===== src/rtl/fetch_controller_pkg.sv =====
// Shared types and constants for the instruction-fetch sequencer.
package fetch_pkg;

  localparam int unsigned INSTR_W = 32;
  localparam logic [31:0] PC_STEP = 32'd4;

  typedef enum logic [1:0] {
    IDLE,
    RUN,
    DRAIN,
    HALTED
  } fetch_state_e;

  typedef struct packed {
    logic [INSTR_W-1:0] instr;
    logic [INSTR_W-1:0] pc_plus4;
  } fetch_entry_t;

endpackage


===== src/rtl/fetch_controller_if.sv =====
// Instruction-memory and decode handshake bundle between fetch and the rest of the core.
interface fetch_if;

  logic [fetch_pkg::INSTR_W-1:0] imem_addr;
  logic [fetch_pkg::INSTR_W-1:0] imem_rdata;
  logic                          branch_taken;
  logic [fetch_pkg::INSTR_W-1:0] branch_addr;
  logic                          id_valid;
  logic                          id_ready;
  logic [fetch_pkg::INSTR_W-1:0] id_instr;
  logic [fetch_pkg::INSTR_W-1:0] id_pc_plus4;

  modport master (
    output imem_addr, id_valid, id_instr, id_pc_plus4,
    input  imem_rdata, branch_taken, branch_addr, id_ready
  );

  modport slave (
    input  imem_addr, id_valid, id_instr, id_pc_plus4,
    output imem_rdata, branch_taken, branch_addr, id_ready
  );

endinterface


===== src/rtl/fetch_controller_queue.sv =====
// Small synchronous FIFO of fetched words; clear wins over push and pop.
module fetch_queue
  import fetch_pkg::*;
#(
  parameter int unsigned DEPTH = 2,
  localparam int unsigned CNT_W = $clog2(DEPTH + 1)
) (
  input  logic             clk,
  input  logic             rst,
  input  logic             push,
  input  logic             pop,
  input  logic             clear,
  input  fetch_entry_t     push_data,
  output logic             full,
  output logic             empty,
  output logic [CNT_W-1:0] count,
  output fetch_entry_t     head
);

  localparam int unsigned PTR_W = $clog2(DEPTH);
  localparam logic [CNT_W-1:0] FULL_CNT = CNT_W'(DEPTH);

  fetch_entry_t     mem_q [DEPTH];
  fetch_entry_t     mem_d [DEPTH];
  logic [PTR_W-1:0] rd_ptr_q, rd_ptr_d;
  logic [PTR_W-1:0] wr_ptr_q, wr_ptr_d;
  logic [CNT_W-1:0] count_q, count_d;
  logic             do_push, do_pop;

  assign full  = (count_q == FULL_CNT);
  assign empty = (count_q == '0);
  assign count = count_q;
  assign head  = mem_q[rd_ptr_q];

  always_comb begin
    mem_d    = mem_q;
    rd_ptr_d = rd_ptr_q;
    wr_ptr_d = wr_ptr_q;
    count_d  = count_q;
    do_pop   = pop && !empty;
    do_push  = push && (!full || do_pop);
    if (clear) begin
      rd_ptr_d = '0;
      wr_ptr_d = '0;
      count_d  = '0;
    end else begin
      if (do_push) begin
        mem_d[wr_ptr_q] = push_data;
        wr_ptr_d        = wr_ptr_q + PTR_W'(1);
      end
      if (do_pop) begin
        rd_ptr_d = rd_ptr_q + PTR_W'(1);
      end
      case ({do_push, do_pop})
        2'b10:   count_d = count_q + CNT_W'(1);
        2'b01:   count_d = count_q - CNT_W'(1);
        default: count_d = count_q;
      endcase
    end
  end

  always_ff @(posedge clk or posedge rst) begin
    if (rst) begin
      for (int unsigned i = 0; i < DEPTH; i++) begin
        mem_q[i] <= '0;
      end
      rd_ptr_q <= '0;
      wr_ptr_q <= '0;
      count_q  <= '0;
    end else begin
      mem_q    <= mem_d;
      rd_ptr_q <= rd_ptr_d;
      wr_ptr_q <= wr_ptr_d;
      count_q  <= count_d;
    end
  end

endmodule


===== src/rtl/fetch_controller.sv =====
// Fetch sequencer: owns the PC, the start/halt run state and the fetch counter,
// and feeds fetched words through a small queue toward decode.
module fetch_controller
  import fetch_pkg::*;
#(
  parameter logic [31:0] RESET_PC = 32'd0,
  parameter int unsigned DEPTH    = 2
) (
  input  logic        clk,
  input  logic        rst,
  input  logic        start,
  input  logic        halt_req,
  fetch_if.master     bus,
  output logic        running,
  output logic [31:0] fetch_count
);

  localparam int unsigned CNT_W = $clog2(DEPTH + 1);

  fetch_state_e     state_q, state_d;
  logic [31:0]      pc_q, pc_d;
  logic [31:0]      fetch_count_q, fetch_count_d;
  logic             running_q, running_d;

  logic             q_push, q_pop, q_clear, q_full, q_empty;
  logic [CNT_W-1:0] q_count;
  fetch_entry_t     q_head, push_entry;

  always_comb begin
    state_d       = state_q;
    pc_d          = pc_q;
    fetch_count_d = fetch_count_q;
    q_push        = 1'b0;
    q_clear       = 1'b0;
    q_pop         = !q_empty && bus.id_ready;
    push_entry    = '{instr: bus.imem_rdata, pc_plus4: pc_q + PC_STEP};
    unique case (state_q)
      IDLE, HALTED: begin
        if (start) begin
          state_d       = RUN;
          pc_d          = RESET_PC;
          q_clear       = 1'b1;
          fetch_count_d = '0;
        end
      end
      RUN: begin
        // Redirect beats both halt and push; a halt in the same cycle still drains.
        if (bus.branch_taken) begin
          q_clear = 1'b1;
          pc_d    = {bus.branch_addr[31:2], 2'b00};
          if (halt_req) state_d = DRAIN;
        end else if (halt_req) begin
          state_d = DRAIN;
        end else if (!q_full || q_pop) begin
          q_push        = 1'b1;
          pc_d          = pc_q + PC_STEP;
          fetch_count_d = fetch_count_q + 32'd1;
        end
      end
      DRAIN: begin
        // Leave as soon as the final entry is being popped, not a cycle later.
        if (bus.branch_taken) begin
          q_clear = 1'b1;
          state_d = HALTED;
        end else if (q_empty || (q_pop && q_count == CNT_W'(1))) begin
          state_d = HALTED;
        end
      end
      default: state_d = IDLE;
    endcase
    running_d = (state_d == RUN) || (state_d == DRAIN);
  end

  always_ff @(posedge clk or posedge rst) begin
    if (rst) begin
      state_q       <= IDLE;
      pc_q          <= RESET_PC;
      fetch_count_q <= '0;
      running_q     <= 1'b0;
    end else begin
      state_q       <= state_d;
      pc_q          <= pc_d;
      fetch_count_q <= fetch_count_d;
      running_q     <= running_d;
    end
  end

  fetch_queue #(
    .DEPTH(DEPTH)
  ) u_queue (
    .clk      (clk),
    .rst      (rst),
    .push     (q_push),
    .pop      (q_pop),
    .clear    (q_clear),
    .push_data(push_entry),
    .full     (q_full),
    .empty    (q_empty),
    .count    (q_count),
    .head     (q_head)
  );

  assign bus.imem_addr   = pc_q;
  assign bus.id_valid    = !q_empty;
  assign bus.id_instr    = q_head.instr;
  assign bus.id_pc_plus4 = q_head.pc_plus4;
  assign running         = running_q;
  assign fetch_count     = fetch_count_q;

endmodule


===== src/flat_wrapper.sv =====
// flat-port wrapper written by rule: the top's interface ports become plain ports
module fetch_controller_flat import fetch_pkg::*;
#(
  parameter logic [31:0] RESET_PC = 32'd0,
  parameter int unsigned DEPTH    = 2
)
  (clk, rst, start, halt_req, running, fetch_count, bus_imem_addr, bus_id_valid, bus_id_instr, bus_id_pc_plus4, bus_imem_rdata, bus_branch_taken, bus_branch_addr, bus_id_ready);
  fetch_if bus_i ();
  input  logic clk;
  input  logic rst;
  input  logic start;
  input  logic halt_req;
  output logic running;
  output logic [31:0] fetch_count;
  output wire logic [$bits(bus_i.imem_addr)-1:0] bus_imem_addr;
  output wire logic [$bits(bus_i.id_valid)-1:0] bus_id_valid;
  output wire logic [$bits(bus_i.id_instr)-1:0] bus_id_instr;
  output wire logic [$bits(bus_i.id_pc_plus4)-1:0] bus_id_pc_plus4;
  input wire logic [$bits(bus_i.imem_rdata)-1:0] bus_imem_rdata;
  input wire logic [$bits(bus_i.branch_taken)-1:0] bus_branch_taken;
  input wire logic [$bits(bus_i.branch_addr)-1:0] bus_branch_addr;
  input wire logic [$bits(bus_i.id_ready)-1:0] bus_id_ready;
  assign bus_imem_addr = bus_i.imem_addr;
  assign bus_id_valid = bus_i.id_valid;
  assign bus_id_instr = bus_i.id_instr;
  assign bus_id_pc_plus4 = bus_i.id_pc_plus4;
  assign bus_i.imem_rdata = bus_imem_rdata;
  assign bus_i.branch_taken = bus_branch_taken;
  assign bus_i.branch_addr = bus_branch_addr;
  assign bus_i.id_ready = bus_id_ready;
  fetch_controller #(.RESET_PC(RESET_PC), .DEPTH(DEPTH)) u_core (.clk(clk), .rst(rst), .start(start), .halt_req(halt_req), .bus(bus_i), .running(running), .fetch_count(fetch_count));
endmodule

===== config.mk =====
export PLATFORM = sky130hd
export DESIGN_NAME = fetch_controller_flat
export DESIGN_NICKNAME = d
export VERILOG_FILES = /design/src/rtl/fetch_controller_pkg.sv /design/src/rtl/fetch_controller_if.sv /design/src/rtl/fetch_controller_queue.sv /design/src/rtl/fetch_controller.sv /design/src/flat_wrapper.sv
export SDC_FILE = /design/constraint.sdc
export NUM_CORES = 1
export LEC_CHECK = 0
export CAP_MARGIN = 5
export CORE_UTILIZATION = 40
export DETAILED_ROUTE_END_ITERATION = 12
export SLEW_MARGIN = 20
export SYNTH_ARGS = -nofsm -noshare
export SYNTH_HDL_FRONTEND = slang
export SYNTH_HIERARCHICAL = 1
export SYNTH_SLANG_ARGS = --single-unit

===== constraint.sdc =====
create_clock -name clk -period 9.7 [get_ports clk]
set_input_delay 1.94 -clock clk [delete_from_list [all_inputs] [get_ports clk]]
set_output_delay 1.94 -clock clk [all_outputs]
set_load 0.03 [all_outputs]

==> metrics.cfg, run 1 <==
[status]
status=finished clean

[synthesis]
netlist_area_um2=10110
syn_area_per_cell_um2=11.75
ys_seq_elements=197
synth_ff_type=dfrtp_1
netlist-cell-type-count=60
synth_top_area_share_pct=48.77
synth_area_leaders=dfrtp_1 49%, mux2_2 16%, mux2_4 7.3%
synth_top_area_cell=dfrtp_1
synth-edff-count=0
async_reset_ff_share_pct=100.0
syn_inst=860
synth_seq_area_share_pct=48.77
yosysWarnings=6

[finish]
num-nets-final=1108
syn_to_final_growth_pct=27.32
finalInstanceArea_um2=12870
drive_above_1_share_pct=24.14
finalNonFillerCells=1368
final_common_cell=dfrtp_1
final_cell_mix=196 x dfrtp_1, 195 x clkdlybuf4s50_1, 144 x mux2_2, 49 x mux2_4, 47 x o21ai_0
antennaDiodeCount=0

[grt]
grt_max_degree=89
grt_pass1_wl_mm=41.34
antenna_found_initial=2
grt-ovfl-total=0
grt_pass1_vias=7306
grt_usage_pct=20.27

[routing]
routed_wirelength_mm=25.68
top_layer=met5
drt_iter0_drc=404
vias=7339
drt-wirelength-per-cell_um=18.77
wl_met2_mm=11.56
dr.pass1.iters=4
wl_met1_mm=12.50
post-route-drc-count=0
wl_met3_mm=1.300
vias_per_cell=5.365
ant_nets=0

[die]
initial_utilization_pct=41.20
die_area_um2=25910
num_rows=57
coreArea_um2=24530
dieHeight_um=161.0
io_pins=200
fp.dieW_um=161.0

[timing]
drv_slew=0
clock_skew_ps=15.56
rsz0062_at_grt=no
fmax_ghz=0.1938
setup_tns_ps=0
tightest_slew_ps=978.2
setup_viol=0
relSlewSlack_pct=34.78
hold_violations=0
holdWs_ps=501.9
final.min_clock_period_ps=5159
timing.final.crit_share_pct=53.19

[clock_network]
clock_latency_ps=430
cts.path.max_buffers=2
cts_setup_buffers=0
root_buffer=clkbuf_16
path_clk_slew_ps=70
hold_buffers=0
cts_max_level=4
cts_resized=0
cts-buffers-inserted=17
clock-sinks=197
cts_tree=yes

[flow_run]
max_cap_viol_count=0

[place]
place_hpwl_mm=16.65
portBuffers=195
dp.cells=1338
routabilityCongestion=0.7817
place_area_um2=12300

[worst_setup_path]
arrival_ps=5470
critPathMostFrequentCell=buf_4
worstSetupPathType=input pin to flop
critical-path-max-stage-delay_ps=700
path_cells=clkdlybuf4s50_1 -> buf_4 -> inv_1 -> o21ai_0 -> or4b_4 -> buf_4 -> mux2_2
cp-end-kind=flop
start_kind=input pin
required_ps=10010
crit_slowest_cell=o21ai_0
path_max_fanout=40

[power_and_ir_drop]
p_leak_nw=5.621
power.density_nw_per_um2=271.9
peakVddDrop_mv=0.1409

[min_path]
hp-class=flop to flop

registers in the layout, summed over array words and instances, names as in the netlist:
register / flops
u_core/bus.imem_addr: 30
u_core/fetch_count: 32
u_core/running: 1
u_core/state_q: 2
u_core/u_queue/count: 2
u_core/u_queue/mem_q: 128
u_core/u_queue/rd_ptr_q: 1
u_core/u_queue/wr_ptr_q: 1
cell families (layout without fill, tap and decap cells):
family          count (synthesis)  count (layout)  synth area share (%)
flops                         197             197                 48.77
other cells                     1               6               0.03710
buf+inv                        74             253                 3.479
fa+ha+maj                       5               5                0.6190
mux                           195             195                 23.52
compound gates                143             143                 9.049
simple gates                  206             206                 11.14
xor+xnor                       39              39                 3.380
synth_stat cells, types with 3 or more instances:
cell       instances
dfrtp_1          197
buf_2             14
a21oi_1           28
nand3_1           32
o311ai_0           9
and2_1             3
o31a_1             3
o21a_1             3
nand2_1           41
buf_1              4
clkbuf_1          30
o31ai_1            6
mux2_4            49
nor2b_1            6
a22oi_1           13
buf_6              6
ha_1               5
inv_1             17
buf_4              3
nand4_1           15
nand2b_1           4
and4_1             4
xor2_1            20
o2111ai_1          4
nor2_1            36
xnor2_1           19
mux2_2           144
or4_1              6
nor4_1             6
o21ai_0           48
and3_1            12
nor3_1            12
or3_1             13
o211ai_1          12
critical path: cells and delay by family:
kind	cells	cell delay (ps)
AOI/OAI and AO/OA	1	700
buffers and inverters	4	1710
muxes	1	400
and+or+nand+nor	1	670
where the power goes:
| part | switching (mW) | internal, mW | leakage, nW |
|---|---|---|---|
| combinational | 0.823 | 0.730 | 2.72 |
| sequential | 0.187 | 1.06 | 2.63 |
| clock | 0.337 | 0.361 | 0.269 |
stage by stage:
step / utilization, % / power (mW) / setup slack, ps
floorplan: - / 2.271 / 4234
global placement: 50.12 / 2.797 / 4115
detailed placement: 50.13 / 2.819 / 4059
CTS: 52.45 / 3.538 / 4516
global route: 52.45 / 3.697 / 4292
finish: 52.45 / 3.499 / 4541
layer usage:
metal / track usage [%] / up-vias
li1: - / 3480
met1: 29.52 / 3650
met2: 30.78 / 186
met3: 3.977 / 19
met4: 5.060 / 4
met5: 0 / -
worst paths after layout:
path	startpoint	endpoint	slack, ps	cells past startpoint
min reg2reg	u_core/u_queue/mem_q[1]	u_core/u_queue/mem_q[1]	500	1
max in group asynchronous	rst	u_core/u_queue/rd_ptr_q	6430	3
min	u_core/u_queue/mem_q[1]	u_core/u_queue/mem_q[1]	500	1
min in group asynchronous	rst	u_core/u_queue/mem_q[2]	2060	2
max	bus_branch_taken	u_core/u_queue/mem_q[125]	4540	7
max reg2reg	u_core/state_q[0]	u_core/u_queue/mem_q[125]	6120	6
layout make-up:
cell class	count	area, um2
fillers	2188	11660
flip-flops and latches	197	4931
multi-input cells	594	4860
repair buffers	206	2034
clock buffers	17	425.4
well taps	324	405.4
clock inverters	13	143.9
inverters	17	68.82
(Power assumes the default switching activity.)
==> inputs of run 2 (changes only) <==
- PLACE_DENSITY: unset -> 0.67
- clock period: 9.7 -> 4.2 ns (I/O delays scaled with it)
==> run 2 against run 1 <==
  * Count of clock-buffer cells in the layout stayed put
  * Critical path depth is 4 lower
  * Highest routed layer is now met4
  * Largest cell class unchanged
  * Worst hold slack better by 4.7 ps
  * Routed wire length about the same
  * Clock skew about the same
==> metrics.cfg, run 2 (synthesized netlist as in run 1, its figures left out) <==
[clock_network]
cts.path.max_buffers=2
root_buffer=clkbuf_16
clock-sinks=197
cts_max_level=4
cts_tree=yes
clock_latency_ps=440
cts_setup_buffers=0
cts_resized=0
hold_buffers=0
cts-buffers-inserted=17
path_clk_slew_ps=70

[timing]
drv_slew=0
tightest_slew_ps=893.6
setup_slack_ps=1028
relSlewSlack_pct=40.30
setup_viol=0
clock_skew_ps=15.58
final.min_clock_period_ps=3172
timing.final.crit_share_pct=75.53
hold_violations=0
rsz0062_at_grt=no
setup_tns_ps=0
fmax_ghz=0.3152

[place]
place_ws_ps=659.1
routabilityCongestion=0.7677
place_hpwl_mm=17.47
portBuffers=195

[worst_setup_path]
crit_slowest_cell=clkdlybuf4s50_1
critical-path-max-stage-delay_ps=620
path_max_fanout=41
r2r_cells=8
start_kind=flop
r2r-start=u_core/state_q[0]
r2r_slack_ps=1340
cp-end-kind=primary output
arrival_ps=2330
path_cells=buf_4 -> mux2_2 -> clkdlybuf4s50_1
worstSetupPathType=flop to primary output
worstReg2RegEnd=u_core/u_queue/mem_q[108]
required_ps=3360

[routing]
vias_per_cell=5.425
ant_nets=0
drt-wirelength-per-cell_um=18.63
drt_iter0_drc=508
post-route-drc-count=0
vias=7481
dr.pass1.iters=5
routed_wirelength_mm=25.69

[die]
coreArea_um2=24530
fp.dieW_um=161.0
io_pins=200
num_rows=57
dieHeight_um=161.0
initial_utilization_pct=41.20
die_area_um2=25910

[power_and_ir_drop]
power_mw=8.176
power.density_nw_per_um2=627.4
p_leak_nw=5.703
peakVddDrop_mv=0.2785

[finish]
num-nets-final=1117
antennaDiodeCount=0
nFillCells=2181
syn_to_final_growth_pct=28.94
final_common_cell=dfrtp_1
final_cell_mix=196 x dfrtp_1, 195 x clkdlybuf4s50_1, 144 x mux2_2, 49 x mux2_4, 48 x o21ai_0
largest_reg_flops=128
top_register=u_core/u_queue/mem_q
drive_above_1_share_pct=24.83

[min_path]
holdPathStages=1
whs_endpoint=u_core/u_queue/mem_q[112]
min_from=u_core/u_queue/mem_q[112]
hp-class=flop to flop

[grt]
grt-ovfl-total=0
grt_pass1_wl_mm=41.15
antenna_found_initial=0
grt_max_degree=54
grt_usage_pct=20.06
grt_pass1_vias=7353

[status]
status=finished clean

[flow_run]
max_cap_viol_count=0

## run 2: cell types whose count changed in the layout (fill, tap and decap cells not counted), sizes merged
cell / previous run / this run
buf: 11 / 20
bufinv: 1 / 0
clkinv: 4 / 6
inv: 22 / 23
## run 2: critical path: cells and delay by family (launching register included)
kind | cells | cell delay, ps
DFF | 1 | 350
muxes | 1 | 410
buffers and inverters | 2 | 1110
## run 2: worst max path at each step
stage                                 start  cells after the start  slack, ps                         to
CTS                 u_core/u_queue/rd_ptr_q                      3       1000         bus_id_pc_plus4[5]
finish              u_core/u_queue/rd_ptr_q                      3       1030         bus_id_pc_plus4[5]
floorplan                  bus_branch_taken                      8       1390  u_core/u_queue/mem_q[100]
detailed placement         bus_branch_taken                      8        660   u_core/u_queue/mem_q[44]
global placement           bus_branch_taken                      8        660   u_core/u_queue/mem_q[43]
global route               bus_branch_taken                      7        940     u_core/fetch_count[20]
## run 2: stage by stage
step	std cells	cell area, um2	utilization [%]	hold WS (ps)
after detailed placement	1347	12430	50.65	490.2
after global placement	1347	12430	50.65	482.8
after floorplan	865	10130	-	475.0
final	1379	13030	53.12	506.5
after CTS	1379	13030	53.12	509.3
after global routing	1379	13030	53.12	515.1
## run 2: layer usage
metal  track usage [%]  wire, um  vias up  share of wire, %
li1                  -         -     3496                 -
met1             28.66     12230     3759                48
met2             31.74     11950      207                47
met3             3.254      1218       19               4.7
met4             4.846       290        0               1.1
met5                 0         0        -                 0
## run 2: power breakdown
| group | total (mW) | switching (mW) | internal (mW) |
|---|---|---|---|
| Sequential | 2.87 | 0.424 | 2.45 |
| Clock | 1.67 | 0.854 | 0.811 |
| Combinational | 3.64 | 1.92 | 1.72 |
## run 2: layout make-up
class	instances	area (um2)	area share (%)
flip-flops and latches	197	4931	37.84
multi-input cells	594	4857	37.27
repair buffers	215	2165	16.61
clock buffers	17	425.4	3.264
well taps	324	405.4	3.111
clock inverters	15	181.4	1.392
inverters	17	67.56	0.5184
